<file path="src/rtl/irq_pkg.sv">
// Shared constants, FSM state type and helpers for the interrupt request collector.
package irq_pkg;

  localparam int N_IRQ           = 8;
  localparam int IRQ_ID_W        = 3;
  localparam int SYNC_STAGES_DEF = 2;

  typedef enum logic [1:0] {
    IDLE    = 2'd0,
    PRESENT = 2'd1,
    GAP     = 2'd2
  } irq_state_e;

  function automatic logic [N_IRQ-1:0] id_onehot(input logic [IRQ_ID_W-1:0] id);
    id_onehot     = '0;
    id_onehot[id] = 1'b1;
  endfunction

endpackage

</file>
<file path="src/rtl/irq_prio_pick.sv">
// Combinational highest-index pick over an 8-bit vector; any=0 when nothing is set.
module irq_prio_pick
  import irq_pkg::*;
(
  input  logic [N_IRQ-1:0]    vec,
  output logic [IRQ_ID_W-1:0] id,
  output logic                any
);

  // Ascending scan: the last set bit seen is the highest index, which wins.
  always_comb begin
    id  = '0;
    any = 1'b0;
    for (int i = 0; i < N_IRQ; i++) begin
      if (vec[i]) begin
        id  = i[IRQ_ID_W-1:0];
        any = 1'b1;
      end
    end
  end

endmodule

</file>
<file path="src/rtl/irq_req_collector.sv">
// Synchronizes raw request lines, latches rising edges as sticky pending bits and
// presents one ID at a time until acked. Optional overflow flags: IRQ_OVERFLOW_EN.
module irq_req_collector
  import irq_pkg::*;
#(
  parameter int SYNC_STAGES = SYNC_STAGES_DEF
) (
  input  logic                clk,
  input  logic                rst_n,
  input  logic [N_IRQ-1:0]    req_in,
  input  logic [N_IRQ-1:0]    mask,
  input  logic                ack,
  output logic [N_IRQ-1:0]    pend,
  output logic                irq_valid,
  output logic [IRQ_ID_W-1:0] irq_id
`ifdef IRQ_OVERFLOW_EN
  ,
  output logic [N_IRQ-1:0]    ovf
`endif
);

  // Handshake: irq_id is meaningful while irq_valid=1 and is held until a one-cycle
  // ack; the collector then drops irq_valid for at least one cycle before the next ID.

  // Reset asserts asynchronously everywhere but releases on a clock edge.
  logic [1:0] rst_q;
  logic       rst_int_n;

  always_ff @(posedge clk or negedge rst_n) begin
    if (!rst_n) rst_q <= '0;
    else        rst_q <= {rst_q[0], 1'b1};
  end

  assign rst_int_n = rst_q[1];

  logic [N_IRQ-1:0] sync_q [SYNC_STAGES];
  logic [N_IRQ-1:0] prev_q;
  logic [N_IRQ-1:0] rise;

  always_ff @(posedge clk or negedge rst_int_n) begin
    if (!rst_int_n) begin
      for (int s = 0; s < SYNC_STAGES; s++) sync_q[s] <= '0;
      prev_q <= '0;
    end else begin
      sync_q[0] <= req_in;
      for (int s = 1; s < SYNC_STAGES; s++) sync_q[s] <= sync_q[s-1];
      prev_q <= sync_q[SYNC_STAGES-1];
    end
  end

  assign rise = sync_q[SYNC_STAGES-1] & ~prev_q;

  logic [IRQ_ID_W-1:0] pick_id;
  logic                pick_any;

  irq_prio_pick u_pick (
    .vec (pend & mask),
    .id  (pick_id),
    .any (pick_any)
  );

  irq_state_e          state, state_nxt;
  logic                valid_nxt;
  logic [IRQ_ID_W-1:0] id_nxt;
  logic [N_IRQ-1:0]    clr;
  logic [N_IRQ-1:0]    pend_nxt;

  always_comb begin
    state_nxt = state;
    valid_nxt = irq_valid;
    id_nxt    = irq_id;
    clr       = '0;
    case (state)
      IDLE: begin
        if (pick_any) begin
          id_nxt    = pick_id;
          valid_nxt = 1'b1;
          state_nxt = PRESENT;
        end
      end
      PRESENT: begin
        if (ack) begin
          clr       = id_onehot(irq_id);
          valid_nxt = 1'b0;
          state_nxt = GAP;
        end else if (!mask[irq_id]) begin
          valid_nxt = 1'b0;
          state_nxt = IDLE;
        end
      end
      GAP: begin
        state_nxt = IDLE;
      end
      default: begin
        valid_nxt = 1'b0;
        state_nxt = IDLE;
      end
    endcase
  end

  // A new edge on the bit being acked wins, so the request is not lost.
  assign pend_nxt = (pend & ~clr) | rise;

  always_ff @(posedge clk or negedge rst_int_n) begin
    if (!rst_int_n) begin
      state     <= IDLE;
      irq_valid <= 1'b0;
      irq_id    <= '0;
      pend      <= '0;
    end else begin
      state     <= state_nxt;
      irq_valid <= valid_nxt;
      irq_id    <= id_nxt;
      pend      <= pend_nxt;
    end
  end

`ifdef IRQ_OVERFLOW_EN
  always_ff @(posedge clk or negedge rst_int_n) begin
    if (!rst_int_n) ovf <= '0;
    else            ovf <= (ovf & ~clr) | (rise & pend & ~clr);
  end
`endif

endmodule

</file>
<file path="config.mk">
export PLATFORM = sky130hd
export DESIGN_NAME = irq_req_collector
export DESIGN_NICKNAME = d
export VERILOG_FILES = /design/src/rtl/irq_pkg.sv /design/src/rtl/irq_prio_pick.sv /design/src/rtl/irq_req_collector.sv
export SDC_FILE = /design/constraint.sdc
export NUM_CORES = 1
export LEC_CHECK = 0
export ABC_AREA = 1
export CAP_MARGIN = 20
export CORE_ASPECT_RATIO = 1.25
export CORE_UTILIZATION = 48
export DETAILED_ROUTE_END_ITERATION = 10
export GPL_TIMING_DRIVEN = 0
export PLACE_DENSITY = 0.76
export SLEW_MARGIN = 20
export SYNTH_ARGS = -nofsm -noshare
export SYNTH_HDL_FRONTEND = slang
export SYNTH_SLANG_ARGS = --single-unit
</file>
<file path="constraint.sdc">
create_clock -name clk -period 1.59 [get_ports clk]
set_input_delay 0.318 -clock clk [delete_from_list [all_inputs] [get_ports clk]]
set_output_delay 0.318 -clock clk [all_outputs]
set_load 0.02 [all_outputs]
</file>
==> flow_summary.json <==
{
  "run_status": "finished, final reports clean",
  "worst_ir_drop_vdd_v": 0.0008793,
  "hp-class": "in -> async",
  "end_kind": "output port",
  "nets": 195,
  "wl_um": 2514,
  "cts_root_buf": "clkbuf_4",
  "die_y_um": 62.92,
  "ant_nets": 0,
  "cts_max_level": 2,
  "place_congestion": 0.8978,
  "final_max_slew_viol_count": 0,
  "hold_viol_final": 0,
  "clk_latency_ns": 0.33,
  "core_um2": 2759,
  "clk_path_buf_depth": 2,
  "grt_max_degree": 39,
  "finalPower_uw": 2632,
  "grt_pass1_wl_um": 4353,
  "syn_to_final_growth_pct": 27.48,
  "io_pins": 31,
  "crit_path_top_delay_cell": "dfrtp_1",
  "syn_inst": 139,
  "finalCriticalPeriod_ns": 1.482,
  "num_antenna_cells": 0,
  "initial_core_util_pct": 51.66,
  "finClkSkew_ns": 0.004851,
  "cts_inserted_buffers": 5,
  "startpoint_type": "flip-flop",
  "timing.setup.tns_ns": 0,
  "p_leak_uw": 0.0008772,
  "finalSetupViolCount": 0,
  "rows": 21,
  "multiInputGateArea_um2": 330.3,
  "arrival_ns": 1.16,
  "synth_cell_type_count": 15,
  "fin_crit_sh_pct": 93.23,
  "grt_pass1_vias": 1061,
  "clock_sinks": 40,
  "crit_chain": "dlygate4sd2_1",
  "synth-seq-cells": 40,
  "reg2reg_slack_ns": 0.38,
  "avgRoutedWirePerCell_um": 11.91,
  "register_area_um2": 1003,
  "first_pass_iters": 4,
  "ys_warn_count": 0,
  "final_cell_mix": "dfrtp_1, nand2_1, inv_1, clkdlybuf4s50_1, o21ai_0",
  "layout.cells.most_common": "dfrtp_1",
  "top_usage_layer": "met2",
  "drc": 0,
  "relSlewSlack_pct": 47.57,
  "crit_buf_inv": 1,
  "drive_gt1_share_pct": 8.475,
  "cp_slowest_stage_delay_ns": 0.47,
  "cts_tree": "built",
  "dieWidth_um": 50.74,
  "ys_seq_area_share_pct": 70.24,
  "max-cap-violations": 0,
  "antenna_found_initial": 0,
  "grt_util_met2_pct": 32.67,
  "power.density_nw_per_um2": 1449,
  "postCtsHoldBufs": 0,
  "grt_use_total_pct": 18.99,
  "grt_overflow": 0,
  "vias": 1038,
  "hpwlAfterDp_um": 1890,
  "crit_required_ns": 1.27,
  "nFillCells": 247,
  "synth_nets": 158,
  "crit_fanout": 6,
  "critical_path_class": "reg -> out",
  "avgSynthCellArea_um2": 10.25,
  "design.die.area_um2": 3192,
  "io_buffer_count": 30,
  "grt_use_met3_pct": 6.569,
  "cp_top_family": "flip-flops",
  "path_clk_slew_ns": 0.11,
  "syn-cell-area_um2": 1425,
  "grt_use_met1_pct": 19.63,
  "drtIter0Drc": 22,
  "rsz0062_at_grt": "false",
  "clock.fmax_ghz": 0.6746,
  "tightest_slew_ns": 0.7865,
  "hold-worst-slack_ns": 0.1350,
  "post_drt_via_cell_ratio": 4.919
}
==> flip-flops by register name (all words and copies together), names as in the netlist <==
signal / count
sync_q: 16
pend: 8
irq_id: 3
rst_q: 2
irq_valid: 1
prev_q: 8
state: 2
==> what timing repair did <==
action                                  in CTS  in global routing
endpoints found under the setup margin      12                  0
resized for setup                           13                  0
buffers inserted                             0                  0
==> layer usage <==
| metal | vias up | part of all wire, % |
|---|---|---|
| met4 | 0 | 3.7 |
| met5 | - | 0 |
| met3 | 11 | 4.5 |
| met2 | 36 | 53 |
| met1 | 486 | 39 |
| li1 | 505 | - |
==> layout make-up <==
| cell class | count | share of cell area (%) |
|---|---|---|
| Clock buffer | 6 | 2.824 |
| Clock inverter | 2 | 0.5510 |
| Inverter | 25 | 5.165 |
| Multi-Input combinational cell | 74 | 18.18 |
| Sequential cell | 40 | 55.23 |
| Tap cell | 34 | 2.342 |
| Timing Repair Buffer | 30 | 15.70 |
==> cells in the mapped netlist <==
cell / number / area share, %
inv_1: 24 / 6.3
a31oi_1: 1 / 0.44
nand2_2: 2 / 0.88
nand3b_1: 1 / 0.53
inv_2: 1 / 0.26
nand2_1: 33 / 8.7
nor2_2: 2 / 0.88
nor2_1: 7 / 1.8
nand3_1: 4 / 1.4
a21oi_1: 4 / 1.4
conb_1: 1 / 0.26
dfrtp_1: 40 / 70
o31ai_1: 1 / 0.53
o21ai_1: 2 / 0.70
o21ai_0: 16 / 5.6
==> path summary, 6_finish.rpt <==
check,from,end,cells past startpoint
max,irq_id[2],irq_id[2],1
max in group asynchronous,rst_q[1],irq_id[0],0
min,rst_n,rst_q[1],1
min reg2reg,rst_q[1],pend[5],0
min in group clk,sync_q[12],sync_q[4],0
max reg2reg,state[1],pend[4],6
==> kinds of logic (layout without fill, tap and decap cells) <==
group / count (synthesis) / after routing / share of synthesized area, %
AND/OR/NAND/NOR: 49 / 49 / 14.22
flip-flops: 40 / 40 / 70.24
other: 1 / 1 / 0.2631
AO/OA/AOI/OAI: 24 / 24 / 8.693
buffers and inverters: 25 / 63 / 6.585
==> stage by stage <==
| step | util (%) | std cells | setup slack, ns | cell area [um^2] |
|---|---|---|---|---|
| 2_1_floorplan | - | 139 | 0.3946 | 1425 |
| 3_3_place_gp | 64.08 | 203 | 0.08916 | 1768 |
| 5_1_grt | 65.85 | 211 | 0.03714 | 1817 |
| 4_1_cts | 65.85 | 211 | 0.08640 | 1817 |
| 3_5_place_dp | 64.13 | 203 | 0.01007 | 1769 |
| 6_report | 65.85 | 211 | 0.1076 | 1817 |
==> report_power, final <==
group / leakage (uW) / internal [uW] / switching, uW / total (uW)
logic: 0.000394 / 301 / 465 / 766
clock network: 0.0000380 / 210 / 299 / 510
registers: 0.000445 / 1180 / 176 / 1360
total: 0.000877 / 1690 / 941 / 2630
Note: power is estimated with default switching activity, not from simulation.
